--- src/rtl/rr_arbiter_8.sv ---
// Round-robin arbiter for 8 requesters with a registered one-hot grant,
// per-grant hold limit, and a forced one-cycle bubble on every handoff.
module rr_arbiter_8 #(
  parameter int N        = 8,
  parameter int MAX_HOLD = 16
) (
  input  logic         clk,
  input  logic         rst,
  input  logic [N-1:0] req,
  input  logic         done,
  output logic [N-1:0] grant,
  output logic         busy,
  output logic         timeout
);

  localparam int CNT_W = (MAX_HOLD > 1) ? $clog2(MAX_HOLD) : 1;
  localparam logic [CNT_W-1:0] HOLD_LAST = CNT_W'(MAX_HOLD - 1);

  typedef enum logic {
    S_IDLE  = 1'b0,
    S_GRANT = 1'b1
  } state_e;

  state_e           state_q;
  logic [2:0]       ptr_q;
  logic [2:0]       owner_q;
  logic [CNT_W-1:0] hold_cnt_q;
  logic [N-1:0]     grant_q;
  logic             busy_q;
  logic             timeout_q;

  logic [2:0]       win_idx_d;
  logic             win_vld_d;
  logic [2:0]       cand;

  logic             rel_done;
  logic             rel_drop;
  logic             rel_limit;
  logic             release_now;

  // Scan from the farthest candidate to the nearest so the one closest to
  // ptr_q is the last (and therefore winning) assignment.
  always_comb begin
    // NOTE: every combinational output gets a default first so no path leaves
    // it unassigned, which would otherwise infer a latch.
    win_vld_d = 1'b0;
    win_idx_d = ptr_q;
    cand      = ptr_q;
    for (int i = N - 1; i >= 0; i--) begin
      cand = ptr_q + i[2:0];
      if (req[cand]) begin
        win_vld_d = 1'b1;
        win_idx_d = cand;
      end
    end
  end

  assign rel_done    = done;
  assign rel_drop    = ~req[owner_q];
  assign rel_limit   = (hold_cnt_q == HOLD_LAST);
  assign release_now = rel_done | rel_drop | rel_limit;

  always_ff @(posedge clk) begin
    if (rst) begin
      // NOTE: sequential state uses non-blocking assignments so every register
      // samples pre-edge values, independent of statement order.
      state_q    <= S_IDLE;
      ptr_q      <= 3'd0;
      owner_q    <= 3'd0;
      hold_cnt_q <= '0;
      grant_q    <= '0;
      busy_q     <= 1'b0;
      timeout_q  <= 1'b0;
    end else begin
      timeout_q <= 1'b0;
      case (state_q)
        S_IDLE: begin
          if (win_vld_d) begin
            state_q    <= S_GRANT;
            owner_q    <= win_idx_d;
            grant_q    <= N'(1) << win_idx_d;
            busy_q     <= 1'b1;
            hold_cnt_q <= '0;
          end
        end
        S_GRANT: begin
          if (release_now) begin
            state_q    <= S_IDLE;
            grant_q    <= '0;
            busy_q     <= 1'b0;
            ptr_q      <= owner_q + 3'd1;
            hold_cnt_q <= '0;
            // A limit hit only counts as a timeout when no normal release coincides.
            timeout_q  <= rel_limit & ~rel_done & ~rel_drop;
          end else begin
            hold_cnt_q <= hold_cnt_q + 1'b1;
          end
        end
        default: begin
          state_q <= S_IDLE;
          grant_q <= '0;
          busy_q  <= 1'b0;
        end
      endcase
    end
  end

  assign grant   = grant_q;
  assign busy    = busy_q;
  assign timeout = timeout_q;

  a_grant_onehot0 : assert property (@(posedge clk) $onehot0(grant_q));
  a_busy_matches  : assert property (@(posedge clk) busy_q == (|grant_q));
  a_timeout_pulse : assert property (@(posedge clk) disable iff (rst) timeout_q |=> !timeout_q);

endmodule

--- config.mk ---
export PLATFORM = sky130hd
export DESIGN_NAME = rr_arbiter_8
export DESIGN_NICKNAME = d
export VERILOG_FILES = /design/src/rtl/rr_arbiter_8.sv
export SDC_FILE = /design/constraint.sdc
export NUM_CORES = 1
export LEC_CHECK = 0
export ABC_CLOCK_PERIOD_IN_PS = 3100
export CORE_MARGIN = 2
export CORE_UTILIZATION = 35
export CTS_CLUSTER_DIAMETER = 60
export DETAILED_ROUTE_END_ITERATION = 10
export GPL_TIMING_DRIVEN = 0
export PLACE_DENSITY = 0.68
export SYNTH_ARGS = -nofsm -noshare
export SYNTH_HDL_FRONTEND = slang
export SYNTH_SLANG_ARGS = --single-unit
--- constraint.sdc ---
create_clock -name clk -period 3.1 [get_ports clk]
set_input_delay 0.62 -clock clk [delete_from_list [all_inputs] [get_ports clk]]
set_output_delay 0.62 -clock clk [all_outputs]
set_load 0.02 [all_outputs]
==> reports/results.txt <==
Status: finished, final reports clean
Htree depth: 1
Hold Path Origin: busy
EDFF count, synth: 0
Vias in the first global route: 1582
Power Density: 736 nW/um^2
Setup TNS: 0 ns
Final Instance Count excl. Fillers: 298
Num CTS Buffers: 3
Post-detail-place hpwl: 3390 um
Ys async rst share: 0%
Worst Setup Path Type: reg -> reg
Min Hold Slack: 0.466 ns
GP Congestion: 0.852
Fin. Hold Viols: 0
RSZ-0062 raised after global routing: false
Root Driver: clkbuf_8
Average wire per standard cell: 15.5 um
Worst hold path type: reg -> reg
Reg-to-Reg Start: ptr_q[1]
Leak: 0.853 nW
Initial antenna violation count: 0
Worst slew pin tran: 0.482 ns
Period utilization: 97.6%
Commonest cells after routing, fill and taps aside: nor2_1, clkdlybuf4s50_1, dfxtp_1, nand2_1, mux4_2
Yosys warning total: 0
Largest family of logic cells by synthesized area: multiplexers
Clock Skew: 0.00200 ns
Total power: 1.75 mW
Nets: 244
Die area: 5950 sq um
PortBufs: 20
Setup Viol. Count Final: 0
Register bit total from synthesis: 21
Mapped cell area: 1870 sq um
Post-Synthesis Mean Instance Area: 9.31 sq um
Worst-path clk slew: 0.07 ns
Req. time, crit path: 3.25 ns
WP data arrival: 3.18 ns
Combinational share of power: 69.5%
Launch point of the critical path: ptr_q[1]
Num rows: 26
Max Root-Sink Buffers: 2
Die Y: 77.1 um
Yosys top cell by area: dfxtp_1
CP cell instances: buf_12 > clkinvlp_4 > ha_1 > buf_6 > buf_12 > mux4_2 > mux2i_4 > o21ai_2 > a211o_1 > and3_1 > a32o_2
Global route overflow: 0
Top-Level Pins: 21
Most common cell on crit path: buf_12
Placed Instances: 291
Worst setup SP type: flip-flop
Slowest CP cell: mux4_2
DRC Markers: 0
Syn Nets: 216
First-pass GRT wire length: 7470 um
Clock power share: 10.1%
Final Max Slew Viols: 0
Routed vias/inst: 5.72
DRT iter0 DRCs: 91
Final Core Density: 46.3%
Initial Util: 36.4%
Critical Path Max Stage Delay: 0.59 ns
Commonest non-fill, non-tap cell in the layout: nor2_1
Die W: 77.1 um
Slew margin rel.: 67.8%
Flop pwr share: 20.4%
Detailed-router iteration count before antenna repair: 4
Ranking of synthesized cells by area: dfxtp_1, mux4_2, mux2i_1
Compound-gate portion of the synthesized area: 20.4%
Net Switching: 761 uW
Post-synthesis simple-gate area fraction: 19.0%
Critical path capture point type: flip-flop
Area Growth Syn to Fin: 27.1%
Max Clk Rate: 331 MHz
Mux cell area share after synthesis: 27.3%
Fin crit period: 3.02 ns
Area share of the largest cell type after synthesis: 22.5%
Final WL: 4610 um
Clk_lat worst skew: 0.26 ns
Largest net degree at the start of global routing: 17
Unique cell type count in the Yosys netlist: 57
Synth Area in Adders: 2.67%
GRT Total Usage: 15.1%
Synth Area in XOR/XNOR: 2.27%
P_int: 989 uW
CTS sink cnt: 21
CP Max Fanout: 16
Sequential area share after synthesis: 22.5%
Hold-fix buffers, CTS: 0
Core area: 5140 sq um
Ys flop type: dfxtp_1
Mapped Cells: 201
Peak supply drop: 254 uV
Final ANT Viol Nets: 0
Max cap viols: 0
Share of cells above drive strength 1: 29.4%
CTS tree: done
ANT cells: 0
Vias: 1704
Sw Share: 43.5%
[metrics by stage]
step           setup slack, ns  instance area, sq um
2_1_floorplan           0.0583                  1870
3_3_place_gp            -0.374                  2160
3_5_place_dp            -0.410                  2160
4_1_cts                 0.0203                  2280
5_1_grt                0.00158                  2380
6_report                0.0755                  2380
[worst max-delay path: cells and delay by family (launching register included)]
family	cells	cell delay, ns
AO/OA/AOI/OAI	3	0.64
adder cells (fa/ha/maj)	1	0.32
buffers and inverters	4	0.58
flip-flops	1	0.35
multiplexers	2	0.82
AND/OR/NAND/NOR	1	0.18
[worst paths after layout]
path              endpoint  slack [ns]  cells past startpoint
setup / recovery  grant[0]        0.08                     11
hold / removal        busy        0.47                      2
setup reg to reg  grant[0]        0.08                     11
hold reg to reg       busy        0.47                      2
[flip-flops by register name, summed over array words and instances (netlist names)]
name,count
hold_cnt_q,4
timeout,1
grant,8
owner_q,3
state_q,1
busy,1
ptr_q,3
[power groups by stage]
stage	clock [mW]	sequential (mW)	combinational (mW)
6_report	0.177	0.356	1.22
5_1_grt	0.196	0.362	1.30
4_1_cts	0.182	0.354	1.11
3_5_place_dp	0	0.360	1.01
3_3_place_gp	0	0.360	0.999
2_1_floorplan	0	0.381	0.756
[cells in the mapped netlist (4+ instances only)]
cell     number
dfxtp_1      21
nand3_1       8
inv_1         6
nand2_1      16
ha_1          4
o21ai_0       8
mux4_2       12
a21oi_1      10
mux2i_1      18
a32o_1        5
nor2_1       22
[cell type report]
type / count / area (sq um)
clock buffer: 4 / 45.0
multi-input combinational: 162 / 1450
fill: 527 / 2760
timing repair buffer: 24 / 230
buffer: 10 / 118
tap: 70 / 87.6
inverter: 7 / 30.0
sequential: 21 / 423
[timing repair]
item / 4_1_cts / 5_1_grt
setup buffers: 2 / 2
resized for setup: 15 / 23
setup endpoints to repair: 17 / 11
pin swaps: 2 / 4
[cells by family after synthesis]
family	Yosys count
AO/OA/AOI/OAI	51
XOR/XNOR	4
flip-flops	21
AND/OR/NAND/NOR	69
adder cells (fa/ha/maj)	4
buffers and inverters	18
multiplexers	34
[per-layer routing]
layer / vias to the layer above / wire length [um] / part of all wire, % / track usage (%)
met1: 827 / 2220 / 48 / 19.7
met4: 0 / 44 / 0.95 / 1.96
met3: 6 / 191 / 4.1 / 4.00
met5: - / 0 / 0 / 0
met2: 44 / 2150 / 47 / 25.6
li1: 827 / - / - / -
No activity file was read; power rests on OpenSTA's default activity.
